**src/rtl/ha_seq_pkg.sv**
```systemverilog
// ----------------------------------------------------------------------------
// ha_seq_pkg
// Shared definitions for the half-adder-array sequencing controller:
//   N_GRP/B_W/T_W  : array geometry (4 groups of 7-bit b / 9-bit t vectors)
//   ACC_W/PROD_W   : accumulator and product widths
//   state_t        : controller states
//   grp_weight()   : W_g = (t_g + (b_g << 2)) << (2g), zero-extended to ACC_W
// ----------------------------------------------------------------------------
package ha_seq_pkg;

    localparam int N_GRP  = 4;
    localparam int B_W    = 7;
    localparam int T_W    = 9;
    localparam int ACC_W  = 18;
    localparam int PROD_W = 16;

    typedef enum logic [1:0] {
        IDLE,
        ACC,
        DONE
    } state_t;

    function automatic logic [ACC_W-1:0] grp_weight(
        input logic [B_W-1:0] b,
        input logic [T_W-1:0] t,
        input logic [1:0]     g
    );
        logic [10:0] inner;
        inner = 11'(t) + (11'(b) << 2);
        return ACC_W'(inner) << {g, 1'b0};
    endfunction

endpackage

```
**src/rtl/ha_grp_weight.sv**
```systemverilog
// ----------------------------------------------------------------------------
// ha_grp_weight
// Combinational weighting of one returned array group.
//   i_b   : group carry vector
//   i_t   : group sum vector
//   i_grp : group index (selects the 4^g shift)
//   o_w   : weighted term, ACC_W bits
// ----------------------------------------------------------------------------
module ha_grp_weight
    import ha_seq_pkg::*;
(
    input  logic [B_W-1:0]   i_b,
    input  logic [T_W-1:0]   i_t,
    input  logic [1:0]       i_grp,
    output logic [ACC_W-1:0] o_w
);

    assign o_w = grp_weight(i_b, i_t, i_grp);

endmodule

```
**src/rtl/ha_array_seq_ctrl.sv**
```systemverilog
// ----------------------------------------------------------------------------
// ha_array_seq_ctrl
// Sequences one 8x8 half-adder-array partial-product generator: accepts an
// operand pair, holds it on the array inputs, reduces the four returned groups
// into a 16-bit product over N_ACC = 4/GRP_PER_CYC cycles, then offers it.
//   clk, rst              : clock (rising), asynchronous active-high reset
//   in_valid/in_ready     : operand handshake, x_in/y_in operands
//   arr_x/arr_y           : registered operands driven to the array
//   ha_array_<g>_b/_t     : group g carry / sum vectors returned by the array
//   out_valid/out_ready   : result handshake, product = reduced result
//   busy                  : high in any state other than IDLE
// ----------------------------------------------------------------------------
module ha_array_seq_ctrl
    import ha_seq_pkg::*;
#(
    parameter int GRP_PER_CYC = 1,
    parameter bit SAT_EN      = 1'b1
)
(
    input  logic              clk,
    input  logic              rst,
    input  logic              in_valid,
    output logic              in_ready,
    input  logic [7:0]        x_in,
    input  logic [7:0]        y_in,
    output logic [7:0]        arr_x,
    output logic [7:0]        arr_y,
    input  logic [B_W-1:0]    ha_array_0_b,
    input  logic [B_W-1:0]    ha_array_1_b,
    input  logic [B_W-1:0]    ha_array_2_b,
    input  logic [B_W-1:0]    ha_array_3_b,
    input  logic [T_W-1:0]    ha_array_0_t,
    input  logic [T_W-1:0]    ha_array_1_t,
    input  logic [T_W-1:0]    ha_array_2_t,
    input  logic [T_W-1:0]    ha_array_3_t,
    output logic              out_valid,
    input  logic              out_ready,
    output logic [PROD_W-1:0] product,
    output logic              busy
);

    localparam int          N_ACC   = N_GRP / GRP_PER_CYC;
    localparam int unsigned N_TERMS = GRP_PER_CYC;

    if (!(GRP_PER_CYC == 1 || GRP_PER_CYC == 2 || GRP_PER_CYC == 4)) begin : g_bad_grp
        $error("ha_array_seq_ctrl: GRP_PER_CYC must be 1, 2 or 4");
    end

    state_t              r_state;
    state_t              w_next;
    logic [7:0]          r_arr_x;
    logic [7:0]          r_arr_y;
    logic [ACC_W-1:0]    r_acc;
    logic [1:0]          r_cnt;
    logic [PROD_W-1:0]   r_product;

    logic                w_load;
    logic                w_acc_en;
    logic                w_last;
    logic [ACC_W-1:0]    w_acc_sum;
    logic [PROD_W-1:0]   w_prod_next;

    logic [B_W-1:0]      w_b_all [N_GRP];
    logic [T_W-1:0]      w_t_all [N_GRP];
    logic [1:0]          w_gidx  [GRP_PER_CYC];
    logic [ACC_W-1:0]    w_term  [GRP_PER_CYC];

    assign w_b_all[0] = ha_array_0_b;
    assign w_b_all[1] = ha_array_1_b;
    assign w_b_all[2] = ha_array_2_b;
    assign w_b_all[3] = ha_array_3_b;
    assign w_t_all[0] = ha_array_0_t;
    assign w_t_all[1] = ha_array_1_t;
    assign w_t_all[2] = ha_array_2_t;
    assign w_t_all[3] = ha_array_3_t;

    // Slot k of cycle cnt handles group cnt*GRP_PER_CYC + k.
    for (genvar k = 0; k < GRP_PER_CYC; k++) begin : g_term
        assign w_gidx[k] = 2'(int'(r_cnt) * GRP_PER_CYC + k);

        ha_grp_weight u_grp_weight (
            .i_b   (w_b_all[w_gidx[k]]),
            .i_t   (w_t_all[w_gidx[k]]),
            .i_grp (w_gidx[k]),
            .o_w   (w_term[k])
        );
    end

    always_comb begin
        w_acc_sum = r_acc;
        for (int unsigned k = 0; k < N_TERMS; k++) begin
            w_acc_sum = w_acc_sum + w_term[k];
        end
    end

    assign w_last      = (r_cnt == 2'(N_ACC - 1));
    assign w_prod_next = (SAT_EN && (|w_acc_sum[ACC_W-1:PROD_W])) ? '1 : w_acc_sum[PROD_W-1:0];

    always_ff @(posedge clk or posedge rst) begin
        if (rst) begin
            r_state <= IDLE;
        end else begin
            r_state <= w_next;
        end
    end

    // DONE with out_ready and in_valid reloads directly into ACC (no IDLE bubble).
    always_comb begin
        w_next    = r_state;
        in_ready  = 1'b0;
        out_valid = 1'b0;
        busy      = 1'b1;
        w_load    = 1'b0;
        w_acc_en  = 1'b0;
        unique case (r_state)
            IDLE: begin
                busy     = 1'b0;
                in_ready = 1'b1;
                if (in_valid) begin
                    w_load = 1'b1;
                    w_next = ACC;
                end
            end
            ACC: begin
                w_acc_en = 1'b1;
                if (w_last) begin
                    w_next = DONE;
                end
            end
            DONE: begin
                out_valid = 1'b1;
                if (out_ready) begin
                    in_ready = 1'b1;
                    w_load   = in_valid;
                    w_next   = in_valid ? ACC : IDLE;
                end
            end
            default: begin
                w_next = IDLE;
            end
        endcase
    end

    always_ff @(posedge clk or posedge rst) begin
        if (rst) begin
            r_arr_x   <= '0;
            r_arr_y   <= '0;
            r_acc     <= '0;
            r_cnt     <= '0;
            r_product <= '0;
        end else if (w_load) begin
            r_arr_x <= x_in;
            r_arr_y <= y_in;
            r_acc   <= '0;
            r_cnt   <= '0;
        end else if (w_acc_en) begin
            r_acc <= w_acc_sum;
            r_cnt <= r_cnt + 2'd1;
            if (w_last) begin
                r_product <= w_prod_next;
            end
        end
    end

    assign arr_x   = r_arr_x;
    assign arr_y   = r_arr_y;
    assign product = r_product;

endmodule

```
**config.mk**
```make
export PLATFORM = sky130hd
export DESIGN_NAME = ha_array_seq_ctrl
export DESIGN_NICKNAME = d
export VERILOG_FILES = /design/src/rtl/ha_seq_pkg.sv /design/src/rtl/ha_grp_weight.sv /design/src/rtl/ha_array_seq_ctrl.sv
export SDC_FILE = /design/constraint.sdc
export NUM_CORES = 1
export LEC_CHECK = 0
export ABC_AREA = 1
export BUFFER_PORTS_ARGS = -buffer_cell sky130_fd_sc_hd__buf_2
export CORE_ASPECT_RATIO = 1.25
export CORE_MARGIN = 4
export CORE_UTILIZATION = 42
export CTS_BUF_LIST = sky130_fd_sc_hd__clkbuf_8
export DETAILED_ROUTE_END_ITERATION = 12
export GPL_ROUTABILITY_DRIVEN = 0
export GPL_TIMING_DRIVEN = 1
export PLACE_DENSITY = 0.8
export SYNTH_ARGS = -nofsm -noshare
export SYNTH_HDL_FRONTEND = slang
export SYNTH_HIERARCHICAL = 1
export SYNTH_SLANG_ARGS = --single-unit
```
**constraint.sdc**
```tcl
create_clock -name clk -period 3.5 [get_ports clk]
set_clock_uncertainty 0.05 [all_clocks]
set_input_delay 0.7 -clock clk [delete_from_list [all_inputs] [get_ports clk]]
set_output_delay 0.7 -clock clk [all_outputs]
set_load 0.1 [all_outputs]
```
==> summary.md <==
| Metric | Value |
|---|---|
| Status | `finished, violations left` |
| CP cell instances | `buf_6 -> buf_12 -> buf_16 -> nor2_1 -> o22ai_1 -> ha_2 -> nand2_2 -> nor2_1 -> nand2_1 -> nand3_2 -> nand2_2 -> nand3_2 -> nand2_1 -> nor2_2 -> ha_4 -> a21oi_4 -> o21ai_2 -> a21oi_2 -> nand2_2 -> nand2_2 -> nand2_4 -> buf_6 -> buf_6 -> o21ai_2` |
| CTS tree | `built` |
| Final worst slack | `-200 ps` |
| Final worst-path cycle share | `106%` |
| Worst path max stage delay | `470 ps` |
| Most frequent cell after synthesis | `nand2_1` |
| Longest Clk Path Bufs | `2` |
| CP Launch Type | `register` |
| Largest net degree at the start of global routing | `31` |
| Arrival time worst endpoint | `3910 ps` |
| CTS root buffer | `clkbuf_8` |
| MaxCap Viol Count | `0` |
| H-tree Lvls | `2` |
| Pre-antenna DRT Iters | `6` |
| Via density | `5.31` |
| Initial antenna violation count | `0` |
| Final core utilization | `64.0%` |
| All-Layer GR Usage | `22.1%` |
| Post-synthesis sequential area ratio | `30.0%` |
| Final hold viol count | `0` |
| Clk sink count | `54` |
| Yosys top cell by area | `dfrtp_1` |
| Hold WS | `353 ps` |
| Number of synthesized register bits | `54` |
| Avg Cell Area, Syn | `7.29 um2` |
| First-pass GRT wire length | `22.1 mm` |
| Total grt overflow | `0` |
| Final ANT Viol Nets | `0` |
| Leading post-synthesis cells by cell area | `dfrtp_1 (30%), nand2_1 (12%), ha_1 (7.0%)` |
| RSZ-0062 raised after global routing | `yes` |
| Post-synth top area share | `30.0%` |
| Vias | `5004` |
| Worst-Skew Late Latency | `330 ps` |
| Drt drc | `0` |
| Adder-cell share of the synthesized area | `7.84%` |
| Number of CTS-inserted buffers | `5` |
| Die width | `101 um` |
| Starting Density | `42.8%` |
| Io pins | `119` |
| CP max stage cell | `dfrtp_2` |
| Placed Cells | `899` |
| Top post-synthesis cells by count | `nand2_1 (138), nor2_1 (72), inv_1 (67)` |
| Fmax | `270 MHz` |
| Post-Synth XOR/XNOR Area | `1.75%` |
| Place WS | `-392 ps` |
| Cts hold-fix bufs | `0` |
| Synth Area in Simple Gates | `33.1%` |
| Crit Path Class | `register to register` |
| # rows | `42` |
| CP Data Required Time | `3710 ps` |
| Complex-gate fraction of the synthesized area | `13.6%` |
| Buffers on Ports | `118` |
| Diodes inserted | `0` |
| Post-synth EDFFs | `0` |
| Share of layout cells above drive strength 1 | `54.1%` |
| Max-slew violation count | `0` |
| Multiplexer area fraction after synthesis | `4.01%` |
| Tightest Pin Transition | `569 ps` |
| Clk pin slew, worst setup/hold paths | `110 ps` |
| Post-Route WL | `14.7 mm` |
| Final Setup Violations | `19` |
| Critical Path Sink Type | `register` |
| Syn-to-layout area delta | `49.7%` |
| Hold crit path type | `input port to asynchronous set/reset pin` |
| Ys Warns | `6` |
| Async SR Flop Fraction | `100%` |
| Routed length per instance | `15.6 um` |
| Fillers | `830` |
| Most Frequent Cell on Critical Path | `nand2_2` |
| Failing checks | `negative setup slack` |
| Synthesized cell area | `4500 um2` |
| Worst Path Max Fanout | `8` |
| Minimum clock period | `3700 ps` |
| Finished Layout Cells | `942` |
| Die Area | `12400 um2` |
| Core area | `10500 um2` |
| Top_reg_cell synth | `dfrtp_1` |
| Nets@finish | `920` |
| DRT iter0 DRCs | `396` |
| Die Y | `124 um` |
| Vias in the first global route | `4855` |
| Max_slew headroom | `62.1%` |
| Largest family of logic cells by synthesized area | `simple AND/OR/NAND/NOR gates` |
| Dpl hpwl | `9.77 mm` |
| Count of cell types in the netlist | `42` |
| Mapped Cells | `617` |
[kinds of logic (layout without fill, tap and decap cells)]
| kind of cell | count (synthesis) | in the layout |
|---|---|---|
| AOI/OAI and AO/OA | 100 | 100 |
| xor gates and xnor gates | 9 | 9 |
| adders and majority gates | 27 | 27 |
| buffers and inverters | 94 | 284 |
| DFF | 54 | 54 |
| muxes | 16 | 16 |
| other | 1 | 2 |
| and+or+nand+nor | 316 | 318 |
[per-layer routing]
layer | vias to the layer above | wire length [um] | global-route usage [%]
met5 | - | 0 | 0
li1 | 2411 | - | -
met3 | 43 | 817 | 2.63
met2 | 187 | 7830 | 42.1
met1 | 2363 | 5510 | 25.1
met4 | 0 | 544 | 8.17
[timing repair]
item                       in CTS  in global routing
cloned                          5                  0
gates resized for setup        76                140
setup endpoints to repair      28                 29
buffers inserted               20                 11
pin swaps                      30                 77
[stage by stage]
stage	cell area [um2]	TNS (ps)
6_report	6730	-3030
5_1_grt	6730	-7960
4_1_cts	6150	-2790
3_5_place_dp	5540	-7310
3_3_place_gp	5540	-6200
2_1_floorplan	4550	0
[critical path: cells and delay by family, from the launching register on]
kind / cells / cell delay (ps)
AND/OR/NAND/NOR: 12 / 1110
AO/OA/AOI/OAI: 5 / 690
buffers and inverters: 5 / 660
adder cells (fa/ha/maj): 2 / 660
flip-flops: 1 / 470
[flip-flops by register name, indices dropped and copies added (netlist names)]
signal,cells
r_state,2
arr_y,8
r_acc,18
product,16
arr_x,8
r_cnt,2
[final cells by class]
type                    instances  area [um2]  share of cell area, %
well taps                     132         165                   2.45
repair buffers                203        1360                   20.1
inverters                      73         285                   4.24
flip-flops and latches         54        1350                   20.1
clock inverters                 2        12.5                  0.186
clock buffers                   6        82.6                   1.23
multi-input cells             472        3480                   51.7
[path summary, 6_finish.rpt]
check | start | slack [ps] | cells after the start | end
min in group clk | product[15] | 440 | 2 | product[15]
worst max-delay path | r_cnt[0] | -200 | 24 | r_acc[17]
worst min register to register | product[15] | 440 | 2 | product[15]
worst max register to register | r_cnt[0] | -200 | 24 | r_acc[17]
max in group asynchronous | rst | 2250 | 3 | product[15]
worst min-delay path | rst | 350 | 2 | r_acc[8]
[cell usage in the layout, fill, tap and decap left out, types with 3 or more instances in the layout]
cell	n
nor2_1	52
nand4_1	5
nand2_2	48
a21oi_4	6
dfrtp_1	52
ha_4	14
clkbuf_8	6
nand2_4	7
mux2_2	16
xor2_1	3
nand3b_1	4
o22ai_2	9
o21ai_0	20
xor2_2	4
nor2_2	16
inv_1	58
nor2_4	9
nand2_1	96
a21oi_1	3
buf_6	9
buf_4	70
o21ai_2	14
o22ai_1	8
ha_1	8
nand3_2	34
or2_2	15
a22o_1	12
buf_2	118
o21ai_1	16
ha_2	3
a21oi_2	8
nand3_1	23
inv_2	12
Power is not shown: default switching activity piles up to over one toggle a cycle in this logic, so the estimate is an artifact.
